**src/rtl/bp_pkg.sv**
```systemverilog
// Shared types and helpers for the BTB branch predictor.
//   bp_rec_t      : shadow prediction record carried IF->D->E->M
//   bp_ctr_init   : reset/allocation value of a direction counter (weakly taken)
//   bp_index      : BTB index, pc[idx_bits+1:2]
//   bp_tag        : BTB tag, pc[DW-1:idx_bits+2]
//   bp_sat_step   : saturating increment/decrement of a direction counter
// Package helpers work on fixed maximum widths; callers zero-extend their
// operands and cast the result down to the width they actually use.
package bp_pkg;

    localparam int BP_MAX_DW  = 64;  // widest supported DATA_WIDTH
    localparam int BP_MAX_CTR = 32;  // widest supported CTR_BITS

    typedef struct packed {
        logic                 valid;
        logic                 pred_taken;
        logic [BP_MAX_DW-1:0] pred_target;
        logic                 hit;
    } bp_rec_t;

    function automatic logic [BP_MAX_CTR-1:0] bp_ctr_init(input int unsigned ctr_bits);
        return BP_MAX_CTR'(1) << (ctr_bits - 1);
    endfunction

    function automatic logic [BP_MAX_DW-1:0] bp_index(input logic [BP_MAX_DW-1:0] pc,
                                                      input int unsigned idx_bits);
        return (pc >> 2) & ((BP_MAX_DW'(1) << idx_bits) - BP_MAX_DW'(1));
    endfunction

    function automatic logic [BP_MAX_DW-1:0] bp_tag(input logic [BP_MAX_DW-1:0] pc,
                                                    input int unsigned idx_bits);
        return pc >> (idx_bits + 2);
    endfunction

    function automatic logic [BP_MAX_CTR-1:0] bp_sat_step(input logic [BP_MAX_CTR-1:0] value,
                                                          input logic up,
                                                          input int unsigned bits);
        logic [BP_MAX_CTR-1:0] max_val;
        max_val = BP_MAX_CTR'((64'd1 << bits) - 64'd1);
        if (up)
            return (value >= max_val) ? value : value + BP_MAX_CTR'(1);
        return (value == '0) ? value : value - BP_MAX_CTR'(1);
    endfunction

endpackage

```
**src/rtl/btb_table.sv**
```systemverilog
// Direct-mapped branch target buffer storage.
//   clk, rst        : clock, asynchronous active-high reset (valid bits, counters)
//   rd_idx          : combinational lookup index
//   rd_valid/tag/target/ctr_msb : entry contents at rd_idx (pre-write values)
//   wr_en, wr_idx   : resolve-time update strobe and index
//   wr_tag, wr_target, wr_taken : resolved branch information
// The update rule (hit/miss, counter step, allocation) is applied here as a
// read-modify-write of the addressed entry, with the hit recomputed against
// the current contents.
module btb_table
    import bp_pkg::*;
#(
    parameter int ENTRIES    = 16,
    parameter int IDX        = 4,
    parameter int TAG_W      = 26,
    parameter int DATA_WIDTH = 32,
    parameter int CTR_BITS   = 2
) (
    input  logic                  clk,
    input  logic                  rst,
    input  logic [IDX-1:0]        rd_idx,
    output logic                  rd_valid,
    output logic [TAG_W-1:0]      rd_tag,
    output logic [DATA_WIDTH-1:0] rd_target,
    output logic                  rd_ctr_msb,
    input  logic                  wr_en,
    input  logic [IDX-1:0]        wr_idx,
    input  logic [TAG_W-1:0]      wr_tag,
    input  logic [DATA_WIDTH-1:0] wr_target,
    input  logic                  wr_taken
);

    localparam logic [CTR_BITS-1:0] CTR_INIT = CTR_BITS'(bp_ctr_init(CTR_BITS));

    logic [ENTRIES-1:0]    valid_reg;
    logic [CTR_BITS-1:0]   ctr_mem    [ENTRIES];
    logic [TAG_W-1:0]      tag_mem    [ENTRIES];
    logic [DATA_WIDTH-1:0] target_mem [ENTRIES];

    logic [ENTRIES-1:0]    wr_sel;
    logic                  wr_hit;
    logic [CTR_BITS-1:0]   ctr_inc;
    logic [CTR_BITS-1:0]   ctr_dec;

    // One-hot write select per entry.
    for (genvar gi = 0; gi < ENTRIES; gi++) begin : g_wr_sel
        assign wr_sel[gi] = wr_en && (wr_idx == IDX'(gi));
    end

    assign rd_valid   = valid_reg[rd_idx];
    assign rd_tag     = tag_mem[rd_idx];
    assign rd_target  = target_mem[rd_idx];
    assign rd_ctr_msb = ctr_mem[rd_idx][CTR_BITS-1];

    assign wr_hit  = valid_reg[wr_idx] && (tag_mem[wr_idx] == wr_tag);
    assign ctr_inc = CTR_BITS'(bp_sat_step(BP_MAX_CTR'(ctr_mem[wr_idx]), 1'b1, CTR_BITS));
    assign ctr_dec = CTR_BITS'(bp_sat_step(BP_MAX_CTR'(ctr_mem[wr_idx]), 1'b0, CTR_BITS));

    always_ff @(posedge clk or posedge rst) begin
        if (rst) begin
            valid_reg <= '0;
            for (int i = 0; i < ENTRIES; i++)
                ctr_mem[i] <= CTR_INIT;
        end else begin
            for (int i = 0; i < ENTRIES; i++) begin
                if (wr_sel[i]) begin
                    if (wr_taken) begin
                        // Taken: strengthen on hit, otherwise (re)allocate weakly taken.
                        valid_reg[i] <= 1'b1;
                        ctr_mem[i]   <= wr_hit ? ctr_inc : CTR_INIT;
                    end else if (wr_hit) begin
                        ctr_mem[i]   <= ctr_dec;
                    end
                end
            end
        end
    end

    // Tags and targets need no reset: they are only observed behind valid.
    // A taken resolution always (re)writes them, on hit or on allocation.
    always_ff @(posedge clk) begin
        for (int i = 0; i < ENTRIES; i++) begin
            if (wr_sel[i] && wr_taken) begin
                tag_mem[i]    <= wr_tag;
                target_mem[i] <= wr_target;
            end
        end
    end

endmodule

```
**src/rtl/branch_predictor_btb.sv**
```systemverilog
// Dynamic branch predictor: BTB lookup in IF, shadow prediction record
// pipeline IF->D->E->M, self-check at MEM, table update and statistics.
//   clk, rst               : clock, asynchronous active-high reset
//   pc_f                   : IF PC (combinational lookup)
//   stall, hold_fd, flush  : pipeline control (freeze / load-use / redirect)
//   is_branch_m, taken_m, target_m, pc_m : resolved MEM-stage instruction
//   pred_taken, pred_target: IF prediction
//   error, correct, new_label : MEM-stage verdict and recovery PC
//   branch_cnt, mispred_cnt   : saturating statistics
module branch_predictor_btb
    import bp_pkg::*;
#(
    parameter int DATA_WIDTH = 32,
    parameter int ENTRIES    = 16,
    parameter int CTR_BITS   = 2,
    parameter int CNT_BITS   = 32
) (
    input  logic                  clk,
    input  logic                  rst,
    input  logic [DATA_WIDTH-1:0] pc_f,
    input  logic                  stall,
    input  logic                  hold_fd,
    input  logic                  flush,
    input  logic                  is_branch_m,
    input  logic                  taken_m,
    input  logic [DATA_WIDTH-1:0] target_m,
    input  logic [DATA_WIDTH-1:0] pc_m,
    output logic                  pred_taken,
    output logic [DATA_WIDTH-1:0] pred_target,
    output logic                  error,
    output logic                  correct,
    output logic [DATA_WIDTH-1:0] new_label,
    output logic [CNT_BITS-1:0]   branch_cnt,
    output logic [CNT_BITS-1:0]   mispred_cnt
);

    localparam int IDX   = $clog2(ENTRIES);
    localparam int TAG_W = DATA_WIDTH - IDX - 2;

    logic [IDX-1:0]        idx_f;
    logic [IDX-1:0]        idx_m;
    logic [TAG_W-1:0]      tag_f;
    logic [TAG_W-1:0]      tag_m;
    logic                  rd_valid;
    logic [TAG_W-1:0]      rd_tag;
    logic [DATA_WIDTH-1:0] rd_target;
    logic                  rd_ctr_msb;
    logic                  hit_f;
    logic                  upd_en;

    bp_rec_t rec_f;
    bp_rec_t rec_d_reg;
    bp_rec_t rec_e_reg;
    bp_rec_t rec_m_reg;

    logic                  res_valid;
    logic                  mispredict;
    logic [DATA_WIDTH-1:0] m_pred_target;
    logic [CNT_BITS-1:0]   branch_cnt_reg;
    logic [CNT_BITS-1:0]   mispred_cnt_reg;
    logic                  unused_rec;

    assign idx_f = IDX'(bp_index(BP_MAX_DW'(pc_f), IDX));
    assign tag_f = TAG_W'(bp_tag(BP_MAX_DW'(pc_f), IDX));
    assign idx_m = IDX'(bp_index(BP_MAX_DW'(pc_m), IDX));
    assign tag_m = TAG_W'(bp_tag(BP_MAX_DW'(pc_m), IDX));

    btb_table #(
        .ENTRIES    (ENTRIES),
        .IDX        (IDX),
        .TAG_W      (TAG_W),
        .DATA_WIDTH (DATA_WIDTH),
        .CTR_BITS   (CTR_BITS)
    ) u_table (
        .clk        (clk),
        .rst        (rst),
        .rd_idx     (idx_f),
        .rd_valid   (rd_valid),
        .rd_tag     (rd_tag),
        .rd_target  (rd_target),
        .rd_ctr_msb (rd_ctr_msb),
        .wr_en      (upd_en),
        .wr_idx     (idx_m),
        .wr_tag     (tag_m),
        .wr_target  (target_m),
        .wr_taken   (taken_m)
    );

    // ---------------- IF lookup ----------------
    assign hit_f       = rd_valid && (rd_tag == tag_f);
    assign pred_taken  = hit_f && rd_ctr_msb;
    assign pred_target = pred_taken ? rd_target : pc_f + DATA_WIDTH'(4);

    always_comb begin
        rec_f             = '0;
        rec_f.valid       = 1'b1;
        rec_f.pred_taken  = pred_taken;
        rec_f.pred_target = BP_MAX_DW'(pred_target);
        rec_f.hit         = hit_f;
    end

    // ---------------- record pipeline ----------------
    // flush beats stall; stall freezes everything; hold_fd keeps D and
    // injects a bubble into E.
    always_ff @(posedge clk or posedge rst) begin
        if (rst) begin
            rec_d_reg <= '0;
            rec_e_reg <= '0;
            rec_m_reg <= '0;
        end else if (flush) begin
            rec_d_reg <= '0;
            rec_e_reg <= '0;
            rec_m_reg <= '0;
        end else if (!stall) begin
            rec_m_reg <= rec_e_reg;
            rec_e_reg <= hold_fd ? '0 : rec_d_reg;
            if (!hold_fd)
                rec_d_reg <= rec_f;
        end
    end

    // ---------------- MEM resolution ----------------
    // The record stays in M while stalled, so the verdict is merely gated
    // and reappears when the stall drops.
    assign res_valid     = rec_m_reg.valid && !stall;
    assign m_pred_target = DATA_WIDTH'(rec_m_reg.pred_target);

    always_comb begin
        mispredict = 1'b0;
        if (is_branch_m)
            mispredict = (rec_m_reg.pred_taken != taken_m) ||
                         (rec_m_reg.pred_taken && (m_pred_target != target_m));
        else
            mispredict = rec_m_reg.pred_taken;  // aliased non-branch
    end

    assign error     = res_valid && mispredict;
    assign correct   = res_valid && !mispredict && rec_m_reg.pred_taken;
    // A non-branch always recovers to the fall-through PC.
    assign new_label = (is_branch_m && taken_m) ? target_m : pc_m + DATA_WIDTH'(4);

    // Update still fires on a flush edge: that is the edge the branch retires on.
    assign upd_en = res_valid && is_branch_m;

    // The record's hit bit is informational; the update recomputes the hit.
    assign unused_rec = ^{rec_m_reg.hit, rec_m_reg.pred_target};

    // ---------------- statistics ----------------
    always_ff @(posedge clk or posedge rst) begin
        if (rst) begin
            branch_cnt_reg  <= '0;
            mispred_cnt_reg <= '0;
        end else begin
            if (upd_en && (branch_cnt_reg != '1))
                branch_cnt_reg <= branch_cnt_reg + CNT_BITS'(1);
            if (error && (mispred_cnt_reg != '1))
                mispred_cnt_reg <= mispred_cnt_reg + CNT_BITS'(1);
        end
    end

    assign branch_cnt  = branch_cnt_reg;
    assign mispred_cnt = mispred_cnt_reg;

endmodule

```
**config.mk**
```make
export PLATFORM = sky130hd
export DESIGN_NAME = branch_predictor_btb
export DESIGN_NICKNAME = d
export VERILOG_FILES = /design/src/rtl/bp_pkg.sv /design/src/rtl/btb_table.sv /design/src/rtl/branch_predictor_btb.sv
export SDC_FILE = /design/constraint.sdc
export NUM_CORES = 2
export LEC_CHECK = 0
export ABC_AREA = 1
export BUFFER_PORTS_ARGS = -buffer_cell sky130_fd_sc_hd__clkbuf_2
export CORE_ASPECT_RATIO = 0.5
export CORE_MARGIN = 2
export CORE_UTILIZATION = 25
export DETAILED_ROUTE_END_ITERATION = 6
export SKIP_CTS_REPAIR_TIMING = 1
export SLEW_MARGIN = 20
export SYNTH_ARGS = -nofsm -noshare
export SYNTH_HDL_FRONTEND = slang
export SYNTH_HIERARCHICAL = 1
export SYNTH_SLANG_ARGS = --single-unit
export TNS_END_PERCENT = 50
```
**constraint.sdc**
```tcl
create_clock -name clk -period 5.5 [get_ports clk]
set_input_delay 0.55 -clock clk [delete_from_list [all_inputs] [get_ports clk]]
set_output_delay 0.55 -clock clk [all_outputs]
set_load 0.05 [all_outputs]
```
# Word level (Yosys, flattened, before mapping)
# Memory sizes are Yosys's and may differ from the RTL's.
# Index checks and enable logic that the tools add are counted.
dict set report word_totals {
  n_memories 2
  input_bits 103
  mem_bits_ro 0
  latchBits 0
  ff_bits 280
  ram_bits 928
}
dict set report op_classes {
  n_lt_le_gt_ge 5
  reduce_logical 113
  bitwise_logic 2
  div_mod_pow 0
  addsub 6
  n_shift 0
  mux 148
  eq_ne 23
  mul 0
}
# memory words width read_ports rd_clocked_by_memory_dff wr line
set mem_list {}
lappend mem_list {u_table.target_mem 16 32 1 0 1 btb_table.sv:38} ;# logic [DATA_WIDTH-1:0] target_mem [ENTRIES];
lappend mem_list {u_table.tag_mem 16 26 2 0 1 btb_table.sv:37} ;# logic [TAG_W-1:0] tag_mem [ENTRIES];
# cell count
set ops {}
lappend ops {{$mux W32} 17}
lappend ops {{$mux W67} 8}
lappend ops {{$reduce_or A32 Y1} 15}
lappend ops {{$mux W26} 15}
lappend ops {{$reduce_or A26 Y1} 15}
lappend ops {{$mux W4} 30}
lappend ops {{$reduce_and A2 Y1} 33}
lappend ops {{$mux W1} 65}
lappend ops {{$add A32 B1 Y32 const B} 2}
lappend ops {{$add A32 B3 Y32 const B} 2}
lappend ops {{$ne A32 B32 Y1 const B} 2}
lappend ops {{$eq A26 B26 Y1} 2}
lappend ops {{$logic_and A1 B1 Y1} 44}
lappend ops {{$eq A4 B4 Y1 const B} 8}
lappend ops {{$ne A32 B32 Y1} 1}
lappend ops {{$mux W2} 9}
lappend ops {{$bmux W2 S4} 2}
lappend ops {{$eq A4 B3 Y1 const B} 4}
lappend ops {{$ge A5 B5 Y1 const B} 2}
lappend ops {{$lt A4 B5 Y1 const B} 2}
lappend ops {{$not A4 Y5} 2}
lappend ops {{$bmux W1 S4} 2}
lappend ops {{$eq A4 B2 Y1 const B} 2}
lappend ops {{$eq A4 B1 Y1 const B} 1}
lappend ops {{other kinds (10)} 12}

# Logic depth before layout (Yosys ltp)
dict set report depth {
  word_depth 23
  mapped_depth 23
  mapped_depth_nobuf 19
}

# Modules after synthesis
# The synthesis kept the hierarchy.
# module area_each_um2 seq_area_each_um2 cells_each n_inst
set by_module_without_submodules {}
lappend by_module_without_submodules {btb_table 44236.2 29087.9 4106 1}
lappend by_module_without_submodules {branch_predictor_btb 11911.4 4154.0 1811 1}

# Least setup slack after synthesis
# Ideal clock, no wire load.
dict set report synth_timing {
  path_type {input to register}
  startpoint {input stall}
  endpoint {memory u_table.tag_mem[2][0], enable pin}
  path_stages 10
  setup_ns 0.475
  setup_slack_ns 1.078
  arrival_time_ns 3.947
  required_ns 5.025
  path_cell_list {buf_2 > inv_2 > nand2_1 > nor2_4 > inv_1 > nor2_1 > inv_1 > nor2_1 > inv_1 > nor2_1}
}
dict set report synth_via {
  elab_chain_len 23
}
# element line
set synth_rtl {}
lappend synth_rtl {{start: declaration} branch_predictor_btb.sv:21} ;# input logic stall,
lappend synth_rtl {{$logic_not A1 Y1 (*)} branch_predictor_btb.sv:125} ;# assign res_valid = rec_m_reg.valid && !stall;
lappend synth_rtl {{$logic_and A1 B1 Y1 (*)} branch_predictor_btb.sv:125}
lappend synth_rtl {{$logic_and A1 B1 Y1 (*)} branch_predictor_btb.sv:143} ;# assign upd_en = res_valid && is_branch_m;
lappend synth_rtl {{via upd_en} branch_predictor_btb.sv:49} ;# logic upd_en;
lappend synth_rtl {{$logic_and A1 B1 Y1} btb_table.sv:47} ;# assign wr_sel[gi] = wr_en && (wr_idx == IDX'(gi));
lappend synth_rtl {{$logic_and A1 B1 Y1} btb_table.sv:83} ;# if (wr_sel[i] && wr_taken) begin
lappend synth_rtl {{$mux W1} btb_table.sv:83}
lappend synth_rtl {{$mux W1 (not written as such)} btb_table.sv:84} ;# tag_mem[i] <= wr_tag;
lappend synth_rtl {{$reduce_or A26 Y1 (no line)} -}
lappend synth_rtl {{$mux W4 (no line) / $mux W1 (equally long branches) (15 in a row)} -}
lappend synth_rtl {{end: declaration} btb_table.sv:37}
# The timed path passes the listed nets; every way through them passes the cells marked *.

# Worst setup path after layout
dict set report layout_timing {
  startpoint {input pc_f[3]}
  endpoint {output pred_target[15]}
}
# element line
set layout_rtl {}
lappend layout_rtl {{start: declaration} branch_predictor_btb.sv:20} ;# input logic [DATA_WIDTH-1:0] pc_f,
lappend layout_rtl {{$mem_v2 Z16 W26} -}
lappend layout_rtl {{via rd_tag[15]} branch_predictor_btb.sv:45} ;# logic [TAG_W-1:0] rd_tag;
lappend layout_rtl {{$eq A26 B26 Y1} branch_predictor_btb.sv:90} ;# assign hit_f = rd_valid && (rd_tag == tag_f);
lappend layout_rtl {{$logic_and A1 B1 Y1} branch_predictor_btb.sv:90}
lappend layout_rtl {{$logic_and A1 B1 Y1} branch_predictor_btb.sv:91} ;# assign pred_taken = hit_f && rd_ctr_msb;
lappend layout_rtl {{$mux W32} branch_predictor_btb.sv:92} ;# assign pred_target = pred_taken ? rd_target : pc_f + DATA_WIDTH'(4);
lappend layout_rtl {{end: declaration} branch_predictor_btb.sv:29} ;# output logic [DATA_WIDTH-1:0] pred_target,
# The timed path passes the listed nets, and every way through them passes these cells. The select of a mux whose other input is x is not followed.

==> impl_metrics.tcl <==
set metrics [dict create \
    clock-sinks 1142 \
    met2_usage_pct 27.0 \
    synth_mux_area_share_pct 3.76 \
    synth-simple-area-share_pct 18.6 \
    min_from "pc_f[0]" \
    hold_violations 0 \
    violations "DRC" \
    cts-root-buf "clkbuf_16" \
    cts_tree "yes" \
    yosys_warnings 6 \
    htreeDepth 3 \
    synthXorXnorAreaFrac_pct 1.48 \
    avgSynthCellArea_sq_um 9.49 \
    leakage_nw 26.4 \
    synth_top_family_by_area "simple AND/OR/NAND/NOR gates" \
    worstMarginPinSlew_ps 1120 \
    top_register "u_table/target_mem" \
    holdPathStages 5 \
    relSlewSlack_pct 25.4 \
    grt_overflow_total 0 \
    synth.ff_latch_count 1142 \
    synth-edff-count 928 \
    required_ps 4950 \
    setup_viol 0 \
    top_regs "u_table/target_mem x512, u_table/tag_mem x416" \
    synth_cells 5917 \
    vias_per_cell 4.80 \
    r2r_cells 14 \
    grt_max_degree 145 \
    synth_compound_area_share_pct 10.7 \
    met3_usage_pct 2.46 \
    rows 122 \
    antenna_found_initial 19 \
    pre_cts_ws_ps 861 \
    period_minus_slack_ps 4810 \
    initial_utilization_pct 25.3 \
    initialDrtViolationCount 4760 \
    critPathArrivalTime_ps 4260 \
    r2r_start "u_table/tag_mem[6][25]" \
    cts.clk_slew.worst_paths_ps 70 \
    worstSetupEndpointType "output port" \
    grt_pass1_wl_mm 276 \
    crit_fanout 76 \
    fin_worst_skew_ps 77.8 \
    place_hpwl_mm 119 \
    max_freq_mhz 208 \
    vdd_drop_max_v 0.000264 \
    worstReg2RegEnd "rec_d_reg[31]" \
    hold_path_end "rec_d_reg[1]" \
    core-area_sq_um 222000 \
    finalWeightedCongestion 0.949 \
    power_density_nw_per_um2 300 \
    post-route-period-util_pct 87.4 \
    setup.worst_path.start_class "primary input" \
    syn_area_sq_um 56100 \
    drive_gt1_share_pct 10.4 \
    io_pins 234 \
    vias 43900 \
    rsz0062_at_grt "false" \
    fin_util_pct 29.5 \
    drc 2 \
    grt-busiest-layer "met2" \
    cts_buffer_depth 3 \
    synthDistinctLibCells 52 \
    status "complete, but fails checks" \
    async_reset_ff_share_pct 18.7 \
    wirelength_mm 189 \
    drv_cap 0 \
    fin_tns_setup_ps 0 \
    hp-class "primary input to flip-flop" \
    detail-route-antenna-nets 0 \
    synth_flop_cell "edfxtp_1" \
    grtUsageTotal_pct 16.0 \
    largest_reg_flops 512 \
    syn_to_final_growth_pct 16.9 \
    nets 6170 \
    clk_latency_ps 780 \
    cts_made_buffers 114 \
    fin_ws_ps 692 \
    crit_type "primary input to output port" \
    reg2reg_slack_ps 2200 \
    port_buffers 233 \
    wl_per_cell_um 20.7 \
    syn_nets 6024 \
    die_w_um 674 \
    first_global_vias 41500 \
    die_y_um 339 \
    firstDrtPassIters 7 \
    yosysSeqAreaShare_pct 59.2 \
    finalMaxSlewViolations 0 \
    dieArea_sq_um 229000 \
    synth-adder-area-share_pct 0.0891 \
    met1_usage_pct 20.1 \
]
per-stage QoR:
stage,instance area [sq um],instances,hold WS (ps),power (mW)
after floorplan,56100,5917,439,10.9
after global placement,61600,8922,457,11.7
after detailed placement,61600,8922,462,11.7
after CTS,65600,9135,-132,19.8
after global routing,65600,9150,135,20.3
final,65600,9152,150,19.7
layout by cell type (no fill, tap or decap), types with 8 or more instances in the layout:
cell type     n
o21ai_0     425
clkbuf_1     17
nor3_1       52
a211oi_1      9
nand3_1     193
nor2_1      254
o221ai_1     13
nor2_2       24
or2_2        10
inv_1       531
a21oi_1     281
xor2_1       58
dfstp_2      16
mux2i_1     211
o21bai_1     14
xnor2_1      37
clkinv_1     23
nand2_2      24
o211ai_1    213
bufinv_16    13
nand4_1      61
nand2_1    1862
and2_1       17
buf_12       68
clkbuf_2    196
o21ai_1      35
diode_2      16
nand3b_1     29
clkbuf_8      8
buf_4        77
clkbuf_16   116
a32o_1       24
nor2_4       24
edfxtp_1    928
clkinv_2     27
dfrtp_1     198
critical path, cell delays in order:
cell,delay [ps]
buf_8,170
inv_6,660
buf_4,370
o21ai_0,120
o221ai_1,160
nand2_1,120
nand2_1,110
nand4_1,100
nor2_1,90
nand2_1,100
nor2_4,520
nand2_4,420
nand2_1,230
and2_1,190
buf_12,140
synth_stat cells (9+ instances only):
master	instances	share of area, %
mux2i_1	211	3.8
nand4_1	61	0.68
xor2_1	58	0.90
nor2_2	23	0.26
a21oi_1	281	2.5
buf_1	37	0.25
nor2_1	275	1.8
o221ai_1	13	0.20
dfrtp_1	198	8.8
nand2_1	1864	12
inv_1	535	3.6
or2_2	10	0.11
o21ai_0	425	3.8
o211ai_1	213	2.8
buf_2	71	0.63
nand3b_1	29	0.39
and2_1	17	0.19
edfxtp_1	928	50
dfstp_2	16	0.75
nand3_1	193	1.7
o21bai_1	14	0.19
nand2_2	22	0.25
a32o_1	24	0.43
nor3_1	52	0.46
clkbuf_1	188	1.3
buf_4	14	0.19
a211oi_1	9	0.12
o21ai_1	35	0.31
xnor2_1	37	0.58
cells by family (layout without fill, tap and decap cells):
| group | Yosys count | in the layout |
|---|---|---|
| muxes | 211 | 211 |
| xor gates and xnor gates | 95 | 95 |
| buffers and inverters | 864 | 1107 |
| DFF | 1142 | 1142 |
| adders and majority gates | 4 | 4 |
| and+or+nand+nor | 2562 | 2562 |
| other | 0 | 16 |
| AOI/OAI and AO/OA | 1039 | 1039 |
per-layer routing:
layer	wire (um)	part of all wire [%]
met5	9	0.0048
met1	76700	41
met2	91000	48
met4	9220	4.9
met3	12500	6.6
layout make-up:
cell class	instances	area, sq um
clock inverter	72	837
timing repair buffer	346	2980
inverter	548	2080
sequential	1142	33200
tap	2976	3720
clock buffer	141	3080
multi-input combinational	3911	19600
fill	23100	157000
antenna	16	40.0
how the worst max path moves through the flow:
stage,start,to,slack (ps),depth (start not counted)
final,pc_f[3],pred_target[15],690,15
after floorplan,rst,branch_cnt[0],460,1
after global routing,pc_f[2],pred_target[15],540,15
after global placement,pc_f[4],pred_target[28],830,14
after detailed placement,pc_f[3],pred_target[15],860,16
after CTS,pc_f[3],pred_target[15],850,16
power by group:
part	leakage [nW]	total [mW]	switching [mW]	internal, mW
combinational	13.4	2.04	1.51	0.529
sequential	11.1	9.51	0.0720	9.44
clock	1.90	8.15	3.54	4.61
total	26.4	19.7	5.12	14.6
Note: power is estimated with default switching activity, not from simulation.
